==> src/rtl/rega_timer_pkg.sv <==
// Shared definitions for the irrigation countdown timer: FSM encoding,
// per-digit BCD maxima and the preset clamp helper.
// No ports; imported by the countdown top, its digit counters and the interface users.
package rega_timer_pkg;

  typedef enum logic [1:0] {
    ST_IDLE  = 2'd0,
    ST_RUN   = 2'd1,
    ST_PAUSE = 2'd2,
    ST_DONE  = 2'd3
  } state_e;

  localparam int US_MAX = 9;
  localparam int DS_MAX = 5;
  localparam int UM_MAX = 9;
  localparam int DM_MAX = 9;

  // Out-of-range preset digits saturate to the digit's maximum.
  function automatic logic [3:0] clamp_digit(input logic [3:0] v, input logic [3:0] max_v);
    return (v > max_v) ? max_v : v;
  endfunction

endpackage

==> src/rtl/rega_countdown_mmss_if.sv <==
// Control/preset/display bundle for the MM:SS countdown stage.
// master: preset/clear generator side (drives load/enable/abort/presets, reads digits/valve/done).
// slave:  countdown stage side (reads controls and presets, drives digits/valve/done).
interface rega_countdown_mmss_if;
  logic       load;
  logic       enable;
  logic       abort;
  logic [3:0] preset_dm;
  logic [3:0] preset_um;
  logic [3:0] preset_ds;
  logic [3:0] preset_us;
  logic [3:0] dig_dm;
  logic [3:0] dig_um;
  logic [3:0] dig_ds;
  logic [3:0] dig_us;
  logic       valve;
  logic       done;

  modport master (
    output load, enable, abort, preset_dm, preset_um, preset_ds, preset_us,
    input  dig_dm, dig_um, dig_ds, dig_us, valve, done
  );

  modport slave (
    input  load, enable, abort, preset_dm, preset_um, preset_ds, preset_us,
    output dig_dm, dig_um, dig_ds, dig_us, valve, done
  );
endinterface

==> src/rtl/rega_bcd_digit_down.sv <==
// One BCD down-counting digit with clamped load and borrow output.
// Ports: clk, rst (async high), ld/ld_val (load clamped value), dec (count down one),
//        q (current digit), borrow_out (dec while at 0: next digit must decrement).
module rega_bcd_digit_down
  import rega_timer_pkg::*;
#(
  parameter int MAX = 9
) (
  input  logic       clk,
  input  logic       rst,
  input  logic       ld,
  input  logic [3:0] ld_val,
  input  logic       dec,
  output logic [3:0] q,
  output logic       borrow_out
);

  localparam logic [3:0] MAX_V = 4'(MAX);

  logic [3:0] q_q, q_d;

  always_comb begin
    q_d = q_q;
    if (ld) begin
      q_d = clamp_digit(ld_val, MAX_V);
    end else if (dec) begin
      q_d = (q_q == 4'd0) ? MAX_V : q_q - 4'd1;
    end
  end

  always_ff @(posedge clk or posedge rst) begin
    if (rst) begin
      q_q <= 4'd0;
    end else begin
      q_q <= q_d;
    end
  end

  assign q          = q_q;
  assign borrow_out = dec & (q_q == 4'd0);

endmodule

==> src/rtl/rega_countdown_mmss.sv <==
// Irrigation countdown: loads an MM:SS BCD preset and counts to 00:00 once per
// TICK_DIV clocks, holding the valve open while running/paused and pulsing done at expiry.
// Ports: clk, rst (async high), bus (slave: load/enable/abort/presets in; digits/valve/done out).
module rega_countdown_mmss
  import rega_timer_pkg::*;
#(
  parameter int TICK_DIV = 50_000_000,
  parameter int PW       = 26
) (
  input  logic                 clk,
  input  logic                 rst,
  rega_countdown_mmss_if.slave bus
);

  localparam logic [PW-1:0] CNT_LAST = PW'(TICK_DIV - 1);

  state_e        state_q, state_d;
  logic [PW-1:0] cnt_q, cnt_d;
  logic          valve_q, valve_d;

  logic [3:0] dm, um, ds, us;
  logic       tick, final_tick, preset_nz, ld_all, dec_us;
  logic       bor_us, bor_ds, bor_um, bor_dm_unused;
  logic [3:0] ld_dm, ld_um, ld_ds, ld_us;

  assign tick       = (state_q == ST_RUN) && (cnt_q == CNT_LAST);
  // Only 00:01 reaches 00:00 on a single decrement.
  assign final_tick = tick && (dm == 4'd0) && (um == 4'd0) && (ds == 4'd0) && (us == 4'd1);
  // Clamping only lowers digits above their maximum (never to 0), so a
  // nonzero raw preset is also a nonzero clamped preset.
  assign preset_nz  = |{bus.preset_dm, bus.preset_um, bus.preset_ds, bus.preset_us};

  // Abort reuses the digit load path with zeros; both override a tick.
  assign ld_all = bus.abort | bus.load;
  assign ld_dm  = bus.abort ? 4'd0 : bus.preset_dm;
  assign ld_um  = bus.abort ? 4'd0 : bus.preset_um;
  assign ld_ds  = bus.abort ? 4'd0 : bus.preset_ds;
  assign ld_us  = bus.abort ? 4'd0 : bus.preset_us;
  assign dec_us = tick & ~ld_all;

  rega_bcd_digit_down #(.MAX(US_MAX)) u_us (
    .clk(clk), .rst(rst), .ld(ld_all), .ld_val(ld_us), .dec(dec_us),
    .q(us), .borrow_out(bor_us)
  );
  rega_bcd_digit_down #(.MAX(DS_MAX)) u_ds (
    .clk(clk), .rst(rst), .ld(ld_all), .ld_val(ld_ds), .dec(bor_us),
    .q(ds), .borrow_out(bor_ds)
  );
  rega_bcd_digit_down #(.MAX(UM_MAX)) u_um (
    .clk(clk), .rst(rst), .ld(ld_all), .ld_val(ld_um), .dec(bor_ds),
    .q(um), .borrow_out(bor_um)
  );
  // Tens of minutes never borrows: the count stops at 00:00 before it could.
  rega_bcd_digit_down #(.MAX(DM_MAX)) u_dm (
    .clk(clk), .rst(rst), .ld(ld_all), .ld_val(ld_dm), .dec(bor_um),
    .q(dm), .borrow_out(bor_dm_unused)
  );

  always_comb begin
    state_d = state_q;
    if (bus.abort) begin
      state_d = ST_IDLE;
    end else if (bus.load) begin
      state_d = preset_nz ? ST_RUN : ST_IDLE;
    end else begin
      case (state_q)
        ST_IDLE:  state_d = ST_IDLE;
        ST_RUN: begin
          if (final_tick) begin
            state_d = ST_DONE;
          end else if (!bus.enable) begin
            state_d = ST_PAUSE;
          end
        end
        ST_PAUSE: if (bus.enable) state_d = ST_RUN;
        ST_DONE:  state_d = ST_IDLE;
        default:  state_d = ST_IDLE;
      endcase
    end
  end

  // The prescaler only advances while staying in RUN; any entry into RUN
  // (load or resume) starts a fresh, full-length second.
  always_comb begin
    cnt_d = '0;
    if ((state_q == ST_RUN) && (state_d == ST_RUN) && !ld_all) begin
      cnt_d = tick ? '0 : cnt_q + PW'(1);
    end
  end

  // Valve follows the state with one cycle of lag; abort shuts it at once.
  always_comb begin
    valve_d = !bus.abort && ((state_q == ST_RUN) || (state_q == ST_PAUSE));
  end

  always_ff @(posedge clk or posedge rst) begin
    if (rst) begin
      state_q <= ST_IDLE;
      cnt_q   <= '0;
      valve_q <= 1'b0;
    end else begin
      state_q <= state_d;
      cnt_q   <= cnt_d;
      valve_q <= valve_d;
    end
  end

  assign bus.dig_dm = dm;
  assign bus.dig_um = um;
  assign bus.dig_ds = ds;
  assign bus.dig_us = us;
  assign bus.valve  = valve_q;
  assign bus.done   = (state_q == ST_DONE);

endmodule

==> src/flat_wrapper.sv <==
// flat-port wrapper written by rule: the top's interface ports become plain ports
module rega_countdown_mmss_flat import rega_timer_pkg::*;
#(
  parameter int TICK_DIV = 50_000_000,
  parameter int PW       = 26
)
  (clk, rst, bus_load, bus_enable, bus_abort, bus_preset_dm, bus_preset_um, bus_preset_ds, bus_preset_us, bus_dig_dm, bus_dig_um, bus_dig_ds, bus_dig_us, bus_valve, bus_done);
  rega_countdown_mmss_if bus_i ();
  input  logic clk;
  input  logic rst;
  input wire logic [$bits(bus_i.load)-1:0] bus_load;
  input wire logic [$bits(bus_i.enable)-1:0] bus_enable;
  input wire logic [$bits(bus_i.abort)-1:0] bus_abort;
  input wire logic [$bits(bus_i.preset_dm)-1:0] bus_preset_dm;
  input wire logic [$bits(bus_i.preset_um)-1:0] bus_preset_um;
  input wire logic [$bits(bus_i.preset_ds)-1:0] bus_preset_ds;
  input wire logic [$bits(bus_i.preset_us)-1:0] bus_preset_us;
  output wire logic [$bits(bus_i.dig_dm)-1:0] bus_dig_dm;
  output wire logic [$bits(bus_i.dig_um)-1:0] bus_dig_um;
  output wire logic [$bits(bus_i.dig_ds)-1:0] bus_dig_ds;
  output wire logic [$bits(bus_i.dig_us)-1:0] bus_dig_us;
  output wire logic [$bits(bus_i.valve)-1:0] bus_valve;
  output wire logic [$bits(bus_i.done)-1:0] bus_done;
  assign bus_i.load = bus_load;
  assign bus_i.enable = bus_enable;
  assign bus_i.abort = bus_abort;
  assign bus_i.preset_dm = bus_preset_dm;
  assign bus_i.preset_um = bus_preset_um;
  assign bus_i.preset_ds = bus_preset_ds;
  assign bus_i.preset_us = bus_preset_us;
  assign bus_dig_dm = bus_i.dig_dm;
  assign bus_dig_um = bus_i.dig_um;
  assign bus_dig_ds = bus_i.dig_ds;
  assign bus_dig_us = bus_i.dig_us;
  assign bus_valve = bus_i.valve;
  assign bus_done = bus_i.done;
  rega_countdown_mmss #(.TICK_DIV(TICK_DIV), .PW(PW)) u_core (.clk(clk), .rst(rst), .bus(bus_i));
endmodule
==> config.mk <==
export PLATFORM = sky130hd
export DESIGN_NAME = rega_countdown_mmss_flat
export DESIGN_NICKNAME = d
export VERILOG_FILES = /design/src/rtl/rega_timer_pkg.sv /design/src/rtl/rega_countdown_mmss_if.sv /design/src/rtl/rega_bcd_digit_down.sv /design/src/rtl/rega_countdown_mmss.sv /design/src/flat_wrapper.sv
export SDC_FILE = /design/constraint.sdc
export NUM_CORES = 1
export LEC_CHECK = 0
export ABC_AREA = 1
export ABC_CLOCK_PERIOD_IN_PS = 3900
export CAP_MARGIN = 20
export CORE_ASPECT_RATIO = 0.8
export CORE_UTILIZATION = 60
export CTS_BUF_LIST = sky130_fd_sc_hd__clkbuf_16
export CTS_CLUSTER_SIZE = 12
export DETAILED_ROUTE_END_ITERATION = 12
export GPL_ROUTABILITY_DRIVEN = 0
export PLACE_DENSITY = 0.88
export SLEW_MARGIN = 10
export SYNTH_ARGS = -nofsm -noshare
export SYNTH_HDL_FRONTEND = slang
export SYNTH_SLANG_ARGS = --single-unit
export TNS_END_PERCENT = 1
==> constraint.sdc <==
create_clock -name clk -period 3.9 [get_ports clk]
set_input_delay 0.78 -clock clk [delete_from_list [all_inputs] [get_ports clk]]
set_output_delay 0.78 -clock clk [all_outputs]
set_load 0.005 [all_outputs]
==> impl_results.md <==
- Initial Utilization: 62.8%
- Dpl hpwl: 5220 µm
- Hold buffer count at cts: 0
- Largest net degree at the start of global routing: 46
- Total CTS buffers: 5
- Clock Sink Count: 45
- Port Buf Inserts: 38
- Final Setup Violations: 0
- Setup crit end kind: flop
- Row count: 22
- Post-route setup TNS: 0 ns
- Detail Route Antenna Nets: 0
- Number of max-cap violations: 0
- P_leak: 1.54 nW
- Final Skew: 0.00731 ns
- Reg2Reg Setup Slack: 1.67 ns
- Clock transition at path regs: 0.06 ns
- Antenna diode count: 0
- Number of synthesized register bits: 45
- Number of global-route vias before repair: 2,622
- Syn Area/Cell: 6.92 µm²
- Core box area: 4620 µm²
- Global-route wire length before repair: 11,800 µm
- Final #Nets: 484
- DIE WIDTH: 79.8 µm
- Max Buffers Root-to-Sink: 2
- RSZ-0062 raised after global routing: false
- Commonest non-fill, non-tap cells in the layout: nand2_1, nor2_1, inv_1
- Post-CTS setup buffer count: 0
- Pre-CTS setup slack: 1.35 ns
- CP Class: in2reg
- Min Tclk post-route: 2.28 ns
- Cell area after layout: 3460 µm²
- Initial drt markers: 273
- CP required: 4.08 ns
- Yosys Warn Count: 0
- Status: complete, no violations
- All-Layer GR Usage: 29.7%
- H-tree lvl count: 2
- CTS resizes: 0
- CTS tree: done
- Register area share after synthesis: 38.8%
- Area Growth Syn to Fin: 19.0%
- Clock Root Buffer: clkbuf_16
- Max-slew headroom: 38.5%
- Sequential Power Share: 45.9%
- Achievable Freq: 438 MHz
- # placed instances: 512
- Vias per cell: 5.63
- Setup slack after layout: 1.62 ns
- Maximum VDD drop: 305 µV
- Pwr Density: 317 nW/µm²
- Filler instances: 358
- Final period utilization: 58.5%
- Placed instance area: 3320 µm²
- Syn Std Cell Area: 2910 µm²
- Hold Fails Final Rpt: 0
- Worst-skew pair later-pin latency: 0.28 ns
- Final WL: 7170 µm
- Congestion Overflow GR: 0
- Worst path arrival time: 2.46 ns
- Mapped Cells: 420
- Initial antenna violation count: 0
- WL/cell: 13.8 µm
- Via count: 2,929
- Die height: 64.2 µm
- Most common cell after layout, fill and taps aside: nand2_1
- Synth cell types: 32
- DIE AREA: 5130 µm²
- Layout cells sized above 1: 5.00%
- CP Max Fanout: 21
- Net Switching: 0.296 mW
- Syn Nets: 445
- IO Count: 39
- P_int: 0.801 mW
- Clock share of power: 36.6%
- Startpoint Class: primary input
- Worst Tran Pin Value: 0.921 ns
- Comb pwr share: 17.5%
- DR DRC count: 0
- DRT Pass-1 Iters: 5
- Sw Ratio: 27.0%
- WHS: 0.506 ns
- Pins Over Slew Limit: 0
- Non-Filler Instances: 520
- Hold crit path type: reg2reg
worst paths after layout:
path                              startpoint                to  depth (start not counted)
min in group asynchronous                rst  u_core.cnt_q[22]                          2
hold / removal              u_core.u_ds.q[1]  u_core.u_ds.q[1]                          2
hold reg to reg             u_core.u_ds.q[1]  u_core.u_ds.q[1]                          2
max in group asynchronous                rst  u_core.cnt_q[13]                          2
setup reg to reg           u_core.state_q[1]  u_core.u_ds.q[3]                         13
setup / recovery                   bus_abort  u_core.u_ds.q[3]                         10
layer usage:
| layer | up-vias | share of wire [%] | GRT usage (%) |
|---|---|---|---|
| li1 | 1433 | - | - |
| met1 | 1361 | 47 | 43.8 |
| met2 | 120 | 45 | 44.2 |
| met3 | 15 | 7.2 | 5.71 |
| met4 | 0 | 1.3 | 8.26 |
| met5 | - | 0 | 0 |
stage by stage:
| stage | util, % | total power, mW |
|---|---|---|
| floorplan | - | 0.612 |
| global placement | 71.8 | 0.694 |
| detailed placement | 71.8 | 0.700 |
| CTS | 74.8 | 1.10 |
| global route | 74.8 | 1.15 |
| finish | 74.8 | 1.10 |
cells in the mapped netlist:
| library cell | count | area, µm² |
|---|---|---|
| nand3_1 | 39 | 195 |
| o21bai_1 | 2 | 15.0 |
| xor2_1 | 10 | 87.6 |
| o211a_1 | 1 | 10.0 |
| o31ai_1 | 1 | 7.51 |
| clkbuf_1 | 4 | 15.0 |
| nor2_1 | 65 | 244 |
| xnor2_1 | 1 | 8.76 |
| inv_2 | 1 | 3.75 |
| or2_2 | 3 | 18.8 |
| nand3_2 | 2 | 20.0 |
| nor3b_1 | 1 | 7.51 |
| a32o_1 | 2 | 20.0 |
| o22ai_1 | 1 | 6.26 |
| o311ai_0 | 2 | 17.5 |
| ha_1 | 4 | 50.1 |
| buf_6 | 3 | 33.8 |
| nand3_4 | 1 | 17.5 |
| nor2_4 | 1 | 11.3 |
| nor4_1 | 2 | 12.5 |
| nand2_1 | 108 | 405 |
| o21ai_0 | 21 | 105 |
| o221ai_1 | 1 | 8.76 |
| nand4_1 | 7 | 43.8 |
| inv_1 | 57 | 214 |
| nor2_2 | 3 | 18.8 |
| nand2_2 | 3 | 18.8 |
| o211ai_1 | 4 | 30.0 |
| dfrtp_1 | 45 | 1130 |
| nor3_1 | 14 | 70.1 |
| a21oi_1 | 8 | 40.0 |
| nand3b_1 | 3 | 22.5 |
kinds of logic after synthesis:
logic type	synth area share, %
simple gates	38.1
xor+xnor	3.32
buf+inv	9.17
compound gates	8.96
flops	38.8
fa+ha+maj	1.72
area by class of cell:
type                            count  area (µm²)  area share, %
Multi-Input combinational cell    310        1510           43.7
Inverter                           58         218           6.30
Sequential cell                    45        1130           32.6
Clock buffer                        5         125           3.62
Timing Repair Buffer               39         388           11.2
Clock inverter                      3        13.8          0.398
Tap cell                           60        75.1           2.17
flip-flops by register name, summed over array words and instances (netlist names):
register and count:
u_core.cnt_q 26, u_core.state_q 2, u_core.bus.valve 1, u_core.u_us.q 4, u_core.u_ds.q 4, u_core.u_dm.q 4, u_core.u_um.q 4
worst max-delay path: stages:
cell,delay [ns]
clkdlybuf4s50_1,0.47
nor2_1,0.13
buf_4,0.25
inv_2,0.15
nor2_4,0.16
nand2_1,0.09
nand2_1,0.19
o21ai_0,0.13
nand2_1,0.07
inv_1,0.04
power groups by stage:
stage,logic (mW),registers (mW),clock network [mW]
CTS,0.190,0.503,0.404
floorplan,0.103,0.509,0
detailed placement,0.188,0.512,0
global route,0.214,0.506,0.427
finish,0.193,0.504,0.401
global placement,0.184,0.510,0
Note: power is estimated with default switching activity, not from simulation.
